`src/rtl/uart_pkg.sv`:
```
// Shared constants for the UART receive path: data width, FIFO sizing and
// idle-timeout defaults, plus a counter-width helper.
package uart_pkg;

    localparam int BYTE_W     = 8;
    localparam int FIFO_DEPTH = 8;
    localparam int FIFO_AW    = 3;
    localparam int RX_TIMEOUT = 4096;

    // Bits needed to hold the values 0..n-1 (at least one bit).
    function automatic int cnt_width(input int n);
        return (n <= 2) ? 1 : $clog2(n);
    endfunction

endpackage

```
`src/rtl/uart_sync_fifo.sv`:
```
// First-word-fall-through byte FIFO with extended pointers; accepts a push
// while full when a pop happens on the same edge.
module uart_sync_fifo
    import uart_pkg::*;
#(
    parameter int DEPTH = FIFO_DEPTH,
    parameter int AW    = FIFO_AW,
    parameter int DW    = BYTE_W
) (
    input  logic          clk_i,
    input  logic          rst_ni,
    input  logic          push_i,
    input  logic          pop_i,
    input  logic [DW-1:0] wdata_i,
    output logic [DW-1:0] rdata_o,
    output logic          empty_o,
    output logic          full_o,
    output logic [AW:0]   level_o,
    output logic          pop_ok_o,
    output logic          drop_o
);

    logic [DW-1:0] mem_q [DEPTH];
    logic [AW:0]   wr_ptr_q, wr_ptr_d;
    logic [AW:0]   rd_ptr_q, rd_ptr_d;
    logic          push_ok;

    assign empty_o  = (wr_ptr_q == rd_ptr_q);
    assign full_o   = (wr_ptr_q[AW] != rd_ptr_q[AW]) &&
                      (wr_ptr_q[AW-1:0] == rd_ptr_q[AW-1:0]);
    assign level_o  = wr_ptr_q - rd_ptr_q;

    // A pop on the same edge frees the slot a full FIFO needs for the push.
    assign pop_ok_o = pop_i & ~empty_o;
    assign push_ok  = push_i & (~full_o | pop_ok_o);
    assign drop_o   = push_i & ~push_ok;

    // Head is forced to zero while empty so the output is defined after reset.
    assign rdata_o  = empty_o ? '0 : mem_q[rd_ptr_q[AW-1:0]];

    always_comb begin
        wr_ptr_d = wr_ptr_q;
        rd_ptr_d = rd_ptr_q;
        if (push_ok) begin
            wr_ptr_d = wr_ptr_q + (AW+1)'(1);
        end
        if (pop_ok_o) begin
            rd_ptr_d = rd_ptr_q + (AW+1)'(1);
        end
    end

    always_ff @(posedge clk_i or negedge rst_ni) begin
        if (!rst_ni) begin
            wr_ptr_q <= '0;
            rd_ptr_q <= '0;
        end else begin
            wr_ptr_q <= wr_ptr_d;
            rd_ptr_q <= rd_ptr_d;
        end
    end

    always_ff @(posedge clk_i) begin
        if (push_ok) begin
            mem_q[wr_ptr_q[AW-1:0]] <= wdata_i;
        end
    end

endmodule

```
`src/rtl/uart_rx_ctrl.sv`:
```
// Receive-side controller: synchronises the Receiver's data_ready, pushes one
// byte per rising edge into the FIFO, and raises overrun/timeout/threshold irq.
module uart_rx_ctrl
    import uart_pkg::*;
#(
    parameter int DEPTH   = FIFO_DEPTH,
    parameter int AW      = FIFO_AW,
    parameter int TIMEOUT = RX_TIMEOUT
) (
    input  logic              clk_i,
    input  logic              rst_ni,
    input  logic [BYTE_W-1:0] rx_byte_i,
    input  logic              rx_ready_i,
    input  logic              rd_en_i,
    output logic [BYTE_W-1:0] rd_data_o,
    output logic              empty_o,
    output logic              full_o,
    output logic [AW:0]       level_o,
    input  logic [AW:0]       rx_thresh_i,
    input  logic              clr_overrun_i,
    output logic              overrun_o,
    output logic              timeout_o,
    output logic              irq_o
);

    localparam int          TW     = cnt_width(TIMEOUT);
    localparam logic [TW-1:0] TO_MAX = TW'(TIMEOUT - 1);

    // [0],[1] form the synchroniser, [2] remembers the previous synced level.
    logic [2:0]    sync_q, sync_d;
    logic [TW-1:0] to_cnt_q, to_cnt_d;
    logic          overrun_q, overrun_d;
    logic          irq_q, irq_d;
    logic          push;
    logic          pop_ok;
    logic          drop;
    logic          thresh_hit;

    assign sync_d = {sync_q[1:0], rx_ready_i};
    assign push   = sync_q[1] & ~sync_q[2];

    uart_sync_fifo #(
        .DEPTH (DEPTH),
        .AW    (AW),
        .DW    (BYTE_W)
    ) u_fifo (
        .clk_i    (clk_i),
        .rst_ni   (rst_ni),
        .push_i   (push),
        .pop_i    (rd_en_i),
        .wdata_i  (rx_byte_i),
        .rdata_o  (rd_data_o),
        .empty_o  (empty_o),
        .full_o   (full_o),
        .level_o  (level_o),
        .pop_ok_o (pop_ok),
        .drop_o   (drop)
    );

    always_comb begin
        to_cnt_d = to_cnt_q;
        if (push || pop_ok || empty_o) begin
            to_cnt_d = '0;
        end else if (to_cnt_q != TO_MAX) begin
            to_cnt_d = to_cnt_q + TW'(1);
        end
    end

    assign timeout_o = (to_cnt_q == TO_MAX) && !empty_o;

    // A drop on the same edge as a clear keeps the flag set.
    always_comb begin
        overrun_d = overrun_q;
        if (drop) begin
            overrun_d = 1'b1;
        end else if (clr_overrun_i) begin
            overrun_d = 1'b0;
        end
    end

    // Thresholds above DEPTH can never be met by the level, so they never fire.
    assign thresh_hit = (rx_thresh_i != '0) && (level_o >= rx_thresh_i);
    assign irq_d      = thresh_hit | timeout_o | overrun_q;

    always_ff @(posedge clk_i or negedge rst_ni) begin
        if (!rst_ni) begin
            sync_q    <= '0;
            to_cnt_q  <= '0;
            overrun_q <= 1'b0;
            irq_q     <= 1'b0;
        end else begin
            sync_q    <= sync_d;
            to_cnt_q  <= to_cnt_d;
            overrun_q <= overrun_d;
            irq_q     <= irq_d;
        end
    end

    assign overrun_o = overrun_q;
    assign irq_o     = irq_q;

endmodule

```
`config.mk`:
```
export PLATFORM = sky130hd
export DESIGN_NAME = uart_rx_ctrl
export DESIGN_NICKNAME = d
export VERILOG_FILES = /design/src/rtl/uart_pkg.sv /design/src/rtl/uart_sync_fifo.sv /design/src/rtl/uart_rx_ctrl.sv
export SDC_FILE = /design/constraint.sdc
export NUM_CORES = 1
export LEC_CHECK = 0
export ABC_AREA = 1
export CORE_ASPECT_RATIO = 0.6
export CORE_MARGIN = 2
export CORE_UTILIZATION = 50
export CTS_CLUSTER_SIZE = 24
export DETAILED_ROUTE_END_ITERATION = 7
export PLACE_DENSITY = 0.78
export SYNTH_ARGS = -nofsm -noshare
export SYNTH_HDL_FRONTEND = slang
export SYNTH_SLANG_ARGS = --single-unit
```
`constraint.sdc`:
```
create_clock -name clk_i -period 2.8 [get_ports clk_i]
set_input_delay 0.56 -clock clk_i [delete_from_list [all_inputs] [get_ports clk_i]]
set_output_delay 0.56 -clock clk_i [all_outputs]
set_load 0.01 [all_outputs]
```
# ---- Yosys cells after proc, flatten, opt, wreduce, memory -nomap -nowiden
# Memories as Yosys holds them, arrays and structs flattened.
# Index checks and enable logic that the tools add are counted.
dict set report word_totals {
  ff_bits 25
  ram_bits 64
  in_bits 17
  output_inout_bits 17
  memories 1
}
# name depth word_bits rd rd_ports_with_merged_regs wr line_no
set mem_list {}
lappend mem_list {u_fifo.mem_q 8 8 1 0 1 uart_sync_fifo.sv:23} ;# logic [DW-1:0] mem_q [DEPTH];
dict set report classes {
  n_addsub 4
  n_lt_le_gt_ge 1
  n_eq_ne 5
  mux 7
  n_bitwise 11
  reduce_logical 9
}
# op count
set op_table {}
lappend op_table {{two-way mux 12 bit} 2}
lappend op_table {{adder 12 x 1 -> 12 bit, second input constant} 1}
lappend op_table {{== test 12 bit, second input constant} 1}
lappend op_table {{inequality test 12 bit, second input constant} 1}
lappend op_table {{adder 4 x 1 -> 4 bit, second input constant} 2}
lappend op_table {{two-way mux 8 bit} 1}
lappend op_table {{bitwise AND 1 bit} 4}
lappend op_table {{== test 4 bit} 1}
lappend op_table {{>= comparator 4 bit} 1}
lappend op_table {{two-way mux 1 bit} 4}
lappend op_table {{NOT 1 bit} 4}
lappend op_table {{nonzero test 2 bit} 2}
lappend op_table {{nonzero test 4 bit} 1}
lappend op_table {{subtractor 4 bit} 1}
lappend op_table {{== test 3 bit} 1}
lappend op_table {{logical AND 1 bit} 3}
lappend op_table {{bitwise OR 1 bit} 3}
lappend op_table {{logical OR 1 bit} 2}
lappend op_table {{logical NOT 1 bit} 1}
lappend op_table {{inequality test 1 bit} 1}

# ---- Depth between registers and ports, before layout
# Gate-level depths: netlist (run 1).
dict set report depth {
  word_depth 8
  mapped_depth 14
}

# ---- Cells and area by module
# From an unflattened synthesis (run 1), not the netlist that was laid out.
dict set report unflattened {
  cells_unflattened 500
  hier_area_um2 4504.3
}
# mod instances cells_each area_each_um2
set modules_own_cells {}
lappend modules_own_cells {uart_sync_fifo 1 370 3494.6}
lappend modules_own_cells {uart_rx_ctrl 1 130 1009.7}

# ---- Least setup slack after synthesis (run 1)
# Ideal clock, no wire load.
dict set report synth_timing {
  path_kind {register -> register}
  startpoint {register u_fifo.rd_ptr_q[1]}
  endpoint {memory u_fifo.mem_q[1][0] (netlist bit), enable pin}
  setup_ns 0.383
  t_arrival_ns 1.944
  t_required_ns 2.417
  slack_ns 0.473
  path_stages_with_launch 10
  n_path_buf 2
  synth_period_minus_slack_ns 2.327
  cell_sequence {dfrtp_1 > buf_4 > inv_4 > buf_6 > ha_1 > nand3_2 > nor2_4 > nand2_2 > nand2_4 > nor3_1}
}
dict set report synth_via {
  elab_chain_len 7
  elab_cells_between_ends 10
}
# item line_no
set synth_rtl {}
lappend synth_rtl {{from (decl)} uart_sync_fifo.sv:25} ;# logic [AW:0] rd_ptr_q, rd_ptr_d;
lappend synth_rtl {{from (signal assigned)} uart_sync_fifo.sv:58} ;# rd_ptr_q <= rd_ptr_d;
lappend synth_rtl {{== test 3 bit} uart_sync_fifo.sv:30} ;# (wr_ptr_q[AW-1:0] == rd_ptr_q[AW-1:0]);
lappend synth_rtl {{logical AND 1 bit} uart_sync_fifo.sv:29} ;# assign full_o = (wr_ptr_q[AW] != rd_ptr_q[AW]) &&
lappend synth_rtl {{via full_o} uart_rx_ctrl.sv:17} ;# output logic full_o,
lappend synth_rtl {{NOT 1 bit} uart_sync_fifo.sv:35} ;# assign push_ok = push_i & (~full_o | pop_ok_o);
lappend synth_rtl {{bitwise OR 1 bit} uart_sync_fifo.sv:35}
lappend synth_rtl {{bitwise AND 1 bit} uart_sync_fifo.sv:35}
lappend synth_rtl {{two-way mux 1 bit} uart_sync_fifo.sv:63} ;# if (push_ok) begin
lappend synth_rtl {{two-way mux 1 bit (implied by the code)} uart_sync_fifo.sv:64} ;# mem_q[wr_ptr_q[AW-1:0]] <= wdata_i;
lappend synth_rtl {{to (decl)} uart_sync_fifo.sv:23}
# The timed path passes the listed nets, and every way through them passes these cells.

# ---- Worst setup path after layout (run 1)
dict set report layout_timing {
  startpoint {register u_fifo.rd_ptr_q[1]}
  endpoint {output rd_data_o[3]}
}
dict set report layout_via {
  elab_chain_len 2
  elab_cells_between_ends 3
}
# item line_no
set layout_rtl {}
lappend layout_rtl {{memory read (8 x 8 bit) or == test 4 bit (tied branches)} --}
lappend layout_rtl {{two-way mux 8 bit *} uart_sync_fifo.sv:39} ;# assign rdata_o = empty_o ? '0 : mem_q[rd_ptr_q[AW-1:0]];
lappend layout_rtl {{to (decl)} uart_rx_ctrl.sv:15} ;# output logic [BYTE_W-1:0] rd_data_o,
# Every way passes the cells marked *; elsewhere a longest branch is shown, timed or not.

==> flow_summary_export.csv, run 1 <==
group,metric,value,unit
timing,fin_crit_sh,98.1,%
critical_path,r2r_start,"u_fifo.wr_ptr_q[0]$_DFFE_PN0P_",
logic_synthesis,syn_nets,444,
drt,dr.pass1.iters,5,
logic_synthesis,synthArstFlopShare,28.1,%
worst_hold_path,hold_path_depth,0,
worst_hold_path,min_path_type,"reg2reg",
job,drv_cap,0,
drt,vias_per_cell,5.37,
power,power.switching,1950,uW
critical_path,reg2reg_slack,0.70,ns
die,fp.dieH,74.8,um
logic_synthesis,yosysSeqAreaShare,61.0,%
die,coreArea,7980,um^2
grt,grt_first_pass_wirelength,14500,um
die,dieArea,9120,um^2
clock_tree,cts_tree,"done",
clock_tree,cts_sinks,89,
critical_path,path_class,"reg2out",
clock_tree,clkTransAtPathRegs,0.06,ns
place,io_buffers,33,
timing,setup_violations,0,
power,switching_share,37.3,%
critical_path,cp_top_family,"buffers and inverters",
clock_tree,root_buffer,"clkbuf_16",
critical_path,startpoint,"u_fifo.rd_ptr_q[1]$_DFFE_PN0P_",
logic_synthesis,ys_warn_count,0,
critical_path,worstReg2RegEnd,"irq_o$_DFF_PN0_",
drt,drc,0,
layout,nFillCells,613,
critical_path,cp.arrival,2.19,ns
die,fp-row-count,25,
layout,nets,493,
drt,vias,3105,
logic_synthesis,synthFlopType,"edfxtp_1",
critical_path,crit_path_max_fanout,13,
logic_synthesis,ys_ff_latch,89,
logic_synthesis,syn_area_per_cell,10.0,um^2
power,ir_drop,0.391,mV
timing,slew_viol_final,0,
critical_path,reg2regPathDepth,12,
power,leakage,0.00212,uW
critical_path,path_buf_inv,3,
logic_synthesis,syn_inst,416,
timing,timing.fmax,364,MHz
power,internal-power,3270,uW
critical_path,crit_slowest_cell,"clkdlybuf4s50_1",
logic_synthesis,synth-edff-count,64,
clock_tree,clk_path_buf_depth,2,
place,place.gp.congestion,0.849,
clock_tree,cts_buffers,9,
clock_tree,cts-htree-levels,3,
timing,skew,0.00611,ns
status,status,"finished clean",
critical_path,cp-start-kind,"register",
power,pwr-share-clk,22.3,%
timing,tightest_slew,0.511,ns
grt,groute.usage.overall,21.7,%
critical_path,worstPathCellList,"inv_6 -> ha_1 -> nand3_2 -> inv_2 -> nand2_8 -> nand2_1 -> nor2_1 -> clkdlybuf4s50_1",
timing,hold_viol_final,0,
grt,antenna_found_initial,0,
die,start_util,52.3,%
grt,grt-ovfl-total,0,
critical_path,critPathCaptureType,"primary output",
clock_tree,clk_latency,0.34,ns
place,dpl.hpwl,6060,um
grt,grt_pass1_vias,2819,
critical_path,crit_required,2.24,ns
power,total_power,5230,uW
drt,drt_iter0_markers,281,
logic_synthesis,syn_area,4170,um^2
drt,ant_nets,0,
die,die_w,122,um
drt,routedWlPerCell,16.1,um
logic_synthesis,yosys.cell_types.count,31,
timing,final.min_clock_period,2.75,ns
drt,wl,9280,um
critical_path,critPathCapture,"rd_data_o[3]",
critical_path,crit_cells,8,
die,ios,34,
layout,antenna_cells,0,
power,combPwrFrac,45.8,%
timing,slew_headroom,65.8,%
critical_path,slowest_delay,0.55,ns
power,seqPwrFrac,31.9,%
layout,drive_gt1_share,13.2,%
timing,holdWs,0.349,ns
power,pwr_density_cell,1030,nW/um^2
grt,grt_start_max_net_pins,34,
layout,area_delta_synth_final,21.3,%
-- power groups by stage --
stage               Combinational (uW)  Sequential [uW]  Clock [uW]
floorplan                         1470             1650           0
global route                      2660             1680        1220
global placement                  2190             1660           0
finish                            2390             1670        1160
detailed placement                2270             1670           0
CTS                               2350             1660        1180
-- cells by family after synthesis --
group                      after synthesis  share of synthesized area (%)
adders and majority gates               11                           3.48
and+or+nand+nor                        217                           22.8
AOI/OAI and AO/OA                       47                           5.91
buffers and inverters                   44                           5.07
xor gates and xnor gates                 8                           1.68
DFF                                     89                           61.0
-- routing by layer --
metal | global-route usage (%) | share of wire, % | up-vias
li1 | - | - | 1485
met1 | 30.0 | 47 | 1501
met2 | 34.4 | 45 | 103
met3 | 5.53 | 6.1 | 16
met4 | 7.02 | 1.8 | 0
met5 | 0 | 0 | -
-- cell usage after synthesis (2+ instances only) --
| cell | instances | area (um^2) |
|---|---|---|
| nor2_1 | 100 | 375 |
| edfxtp_1 | 64 | 1920 |
| nand2_1 | 62 | 233 |
| nand3_1 | 34 | 170 |
| o21ai_0 | 31 | 155 |
| dfrtp_1 | 25 | 626 |
| inv_1 | 23 | 86.3 |
| ha_1 | 10 | 125 |
| o21ai_1 | 8 | 40.0 |
| xor2_1 | 6 | 52.6 |
| buf_4 | 5 | 37.5 |
| inv_2 | 5 | 18.8 |
| nand2_4 | 5 | 56.3 |
| a21oi_1 | 4 | 20.0 |
| buf_2 | 4 | 20.0 |
| nand4_1 | 4 | 25.0 |
| nor3_1 | 4 | 20.0 |
| nand2_2 | 3 | 18.8 |
| a21o_1 | 2 | 15.0 |
| buf_6 | 2 | 22.5 |
| clkbuf_2 | 2 | 10.0 |
| inv_4 | 2 | 12.5 |
| nor2_2 | 2 | 12.5 |
| xnor2_1 | 2 | 17.5 |
-- state kept, by name (all words and copies together), names as in the netlist --
name             count
irq_o                1
sync_q               3
u_fifo.mem_q        64
overrun_o            1
u_fifo.wr_ptr_q      4
u_fifo.rd_ptr_q      4
to_cnt_q            12
-- cell usage in the layout (no fill, tap or decap), types with 2 or more instances in the layout --
master	Yosys	final
clkbuf_16	0	9
xor2_1	6	5
o21ai_0	31	31
nor3_1	4	4
nand4_1	4	4
nor2_1	100	100
nand2_4	5	4
o21ai_1	8	8
clkdlybuf4s50_1	0	26
buf_6	2	2
inv_1	23	22
dfrtp_1	25	21
inv_2	5	5
clkinv_1	0	2
nand2_1	62	62
buf_4	5	17
dlymetal6s2s_1	0	6
inv_4	2	2
nand2_2	3	3
a21oi_1	4	4
ha_4	0	3
nor2_2	2	2
ha_1	10	7
edfxtp_1	64	64
a21o_1	2	2
dfrtp_2	0	4
nand3_1	34	34
xnor2_1	2	2
-- layout make-up --
cell class                 count  area [um^2]  area share, %
timing repair buffer          52          494           9.77
clock buffer                  10          229           4.53
sequential                    89         2550           50.4
tap                          108          135           2.67
inverter                      30          123           2.42
multi-input combinational    283         1470           29.0
clock inverter                 6         58.8           1.16
-- through the flow --
step	TNS (ns)	instance area [um^2]	worst slack [ns]	cells	utilization, %
global placement	0	4640	0.321	556	58.2
CTS	0	4970	0.000786	574	62.3
detailed placement	0	4640	0.245	556	58.2
floorplan	0	4170	0.473	416	-
finish	0	5060	0.0542	578	63.4
global route	-0.00841	5060	-0.00815	578	63.4
-- repair_timing --
item,4_1_cts,5_1_grt
endpoints found under the setup margin,11,11
hold buffers,0,0
gates resized for setup,10,14
buffers inserted,2,4
pin swaps,0,1
-- worst min path at each step --
stage | start | endpoint | slack, ns
after floorplan | rst_ni | irq_o$_DFF_PN0_ | 0.26
after global placement | sync_q[0]$_DFF_PN0_ | sync_q[1]$_DFF_PN0_ | 0.33
after detailed placement | sync_q[0]$_DFF_PN0_ | sync_q[1]$_DFF_PN0_ | 0.34
after CTS | sync_q[0]$_DFF_PN0_ | sync_q[1]$_DFF_PN0_ | 0.35
after global routing | sync_q[0]$_DFF_PN0_ | sync_q[1]$_DFF_PN0_ | 0.38
final | sync_q[0]$_DFF_PN0_ | sync_q[1]$_DFF_PN0_ | 0.35
Power figures use the tool's default switching activity.
==> run 2, diff against run 1 <==
--- a/config.mk
+++ b/config.mk
@@ -9,6 +9,7 @@
 export CORE_ASPECT_RATIO = 0.6
 export CORE_MARGIN = 2
 export CORE_UTILIZATION = 50
+export CTS_CLUSTER_DIAMETER = 50
 export CTS_CLUSTER_SIZE = 24
 export DETAILED_ROUTE_END_ITERATION = 7
 export PLACE_DENSITY = 0.78
==> results of run 2 <==
Final layout, timing and power as in run 1 (identical DEF).
==> run 3, diff against run 2 <==
--- a/config.mk
+++ b/config.mk
@@ -7,12 +7,11 @@
 export LEC_CHECK = 0
 export ABC_AREA = 1
 export CORE_ASPECT_RATIO = 0.6
-export CORE_MARGIN = 2
 export CORE_UTILIZATION = 50
 export CTS_CLUSTER_DIAMETER = 50
 export CTS_CLUSTER_SIZE = 24
 export DETAILED_ROUTE_END_ITERATION = 7
-export PLACE_DENSITY = 0.78
+export PLACE_DENSITY_LB_ADDON = 0.3
 export SYNTH_ARGS = -nofsm -noshare
 export SYNTH_HDL_FRONTEND = slang
 export SYNTH_SLANG_ARGS = --single-unit
==> flow_summary_export.csv, run 3 (same netlist as run 1, synthesis figures left out) <==
group,metric,value,unit
timing,skew,0.00739,ns
critical_path,crit_path_max_fanout,11,
drt,wl_met3,619,um
clock_tree,clk_path_buf_depth,2,
layout,final_util,63.9,%
place,io_buffers,33,
layout,largest_reg_flops,64,
clock_tree,cts_tree,"done",
grt,grt_pass1_vias,2777,
timing,timing.fmax,370,MHz
place,dpl_cell_area,4650,um^2
layout,antenna_cells,0,
critical_path,crit_required,2.24,ns
drt,dr.pass1.iters,4,
timing,fin_crit_sh,96.6,%
drt,drt_iter0_markers,278,
timing,setup_violations,0,
clock_tree,cts_sinks,89,
status,status,"finished clean",
drt,wl_met2,3910,um
die,coreArea,7980,um^2
drt,drc,0,
power,pwr-share-clk,24.2,%
timing,final.min_clock_period,2.70,ns
layout,final_cell_mix,"100 x nor2_1, 64 x edfxtp_1, 62 x nand2_1",
drt,route.top_layer_used,"met4",
timing,tightest_slew,0.408,ns
timing,hold_viol_final,0,
layout,final_area,5100,um^2
die,ios,34,
die,fp.dieH,72.8,um
critical_path,cp-start-kind,"register",
clock_tree,cts-htree-levels,3,
clock_tree,clk_latency,0.34,ns
power,power.switching,1930,uW
layout,area_delta_synth_final,22.2,%
timing,setup_ws,0.0961,ns
drt,vias_per_cell,5.22,
worst_hold_path,min_path_type,"reg2reg",
power,pwr_density_cell,1040,nW/um^2
job,drv_cap,0,
power,leakage,0.00215,uW
place,place_ws,0.291,ns
power,internal-power,3390,uW
layout,drive_gt1_share,13.4,%
die,start_util,52.3,%
critical_path,r2r_start,"u_fifo.wr_ptr_q[0]$_DFFE_PN0P_",
timing,holdWs,0.357,ns
grt,groute.usage.overall,22.4,%
grt,grt_start_max_net_pins,34,
layout,nFillCells,637,
die,dieArea,8730,um^2
timing,slew_headroom,72.7,%
clock_tree,cts_buffers,9,
power,ir_drop,0.435,mV
critical_path,critPathCaptureType,"primary output",
grt,antenna_found_initial,0,
clock_tree,root_buffer,"clkbuf_16",
worst_hold_path,hp-start,"sync_q[0]$_DFF_PN0_",
drt,ant_nets,0,
power,switching_share,36.3,%
layout,mostFrequentLayoutCell,"nor2_1",
critical_path,cp.arrival,2.14,ns
power,combPwrFrac,44.8,%
place,dpl.hpwl,6070,um
timing,slew_viol_final,0,
grt,grt_first_pass_wirelength,14400,um
place,place.gp.congestion,0.884,
die,fp-row-count,25,
grt,grt-ovfl-total,0,
clock_tree,hold_buffers,0,
drt,wl,9120,um
drt,vias,3024,
critical_path,path_class,"reg2out",
timing,fin_tns_setup,0,ns
critical_path,startpoint,"u_fifo.rd_ptr_q[1]$_DFFE_PN0P_",
drt,wl_met1,4420,um
clock_tree,clkTransAtPathRegs,0.06,ns
die,die_w,120,um
layout,nets,494,
drt,routedWlPerCell,15.7,um
power,seqPwrFrac,31.1,%
## run 3: final timing paths
path                       slack (ns)  cells past startpoint                  endpoint
max                               0.1                      8                 timeout_o
min                              0.36                      0       sync_q[1]$_DFF_PN0_
max reg2reg                      0.76                     12           irq_o$_DFF_PN0_
min reg2reg                      0.36                      0       sync_q[1]$_DFF_PN0_
max in group asynchronous        1.94                      2   to_cnt_q[0]$_DFFE_PN0P_
min in group asynchronous        0.58                      2  to_cnt_q[10]$_DFFE_PN0P_
## run 3: power groups by stage
| stage | clock network, uW | logic, uW | registers [uW] |
|---|---|---|---|
| after floorplan | 0 | 1470 | 1650 |
| after detailed placement | 0 | 2270 | 1670 |
| after global placement | 0 | 2190 | 1670 |
| after global routing | 1350 | 2680 | 1670 |
| final | 1290 | 2380 | 1650 |
| after CTS | 1300 | 2300 | 1650 |
## run 3: repair_timing
action | CTS | global route
gates resized for setup | 6 | 15
pin swaps | 0 | 1
cloned | 0 | 0
endpoints found under the setup margin | 11 | 10
setup buffers | 0 | 6
## run 3: through the flow
| stage | total power, uW | instances |
|---|---|---|
| after floorplan | 3110 | 416 |
| after global placement | 3860 | 557 |
| after detailed placement | 3940 | 557 |
| after CTS | 5260 | 573 |
| after global routing | 5690 | 579 |
| final | 5330 | 579 |
## run 3: layout make-up
| cell class | instances | area, um^2 | area share (%) |
|---|---|---|---|
| flip-flops and latches | 89 | 2550 | 50.0 |
| multi-input cells | 283 | 1470 | 28.8 |
| repair buffers | 53 | 500 | 9.82 |
| clock buffers | 11 | 243 | 4.76 |
| well taps | 108 | 135 | 2.65 |
| inverters | 30 | 120 | 2.36 |
| clock inverters | 5 | 80.1 | 1.57 |
## run 3: critical path: stages (launching register included)
cell and delay, ns:
dfrtp_1 0.40, inv_4 0.08, ha_1 0.33, nand3_2 0.13, inv_2 0.08, nand2_8 0.11, nand2_1 0.09, inv_1 0.06
clkdlybuf4s50_1 0.52
## run 3: routing by layer
layer | vias to the layer above | track usage [%]
met3 | 16 | 5.47
met2 | 105 | 32.5
met5 | - | 0
met1 | 1412 | 32.5
met4 | 0 | 9.03
li1 | 1491 | -
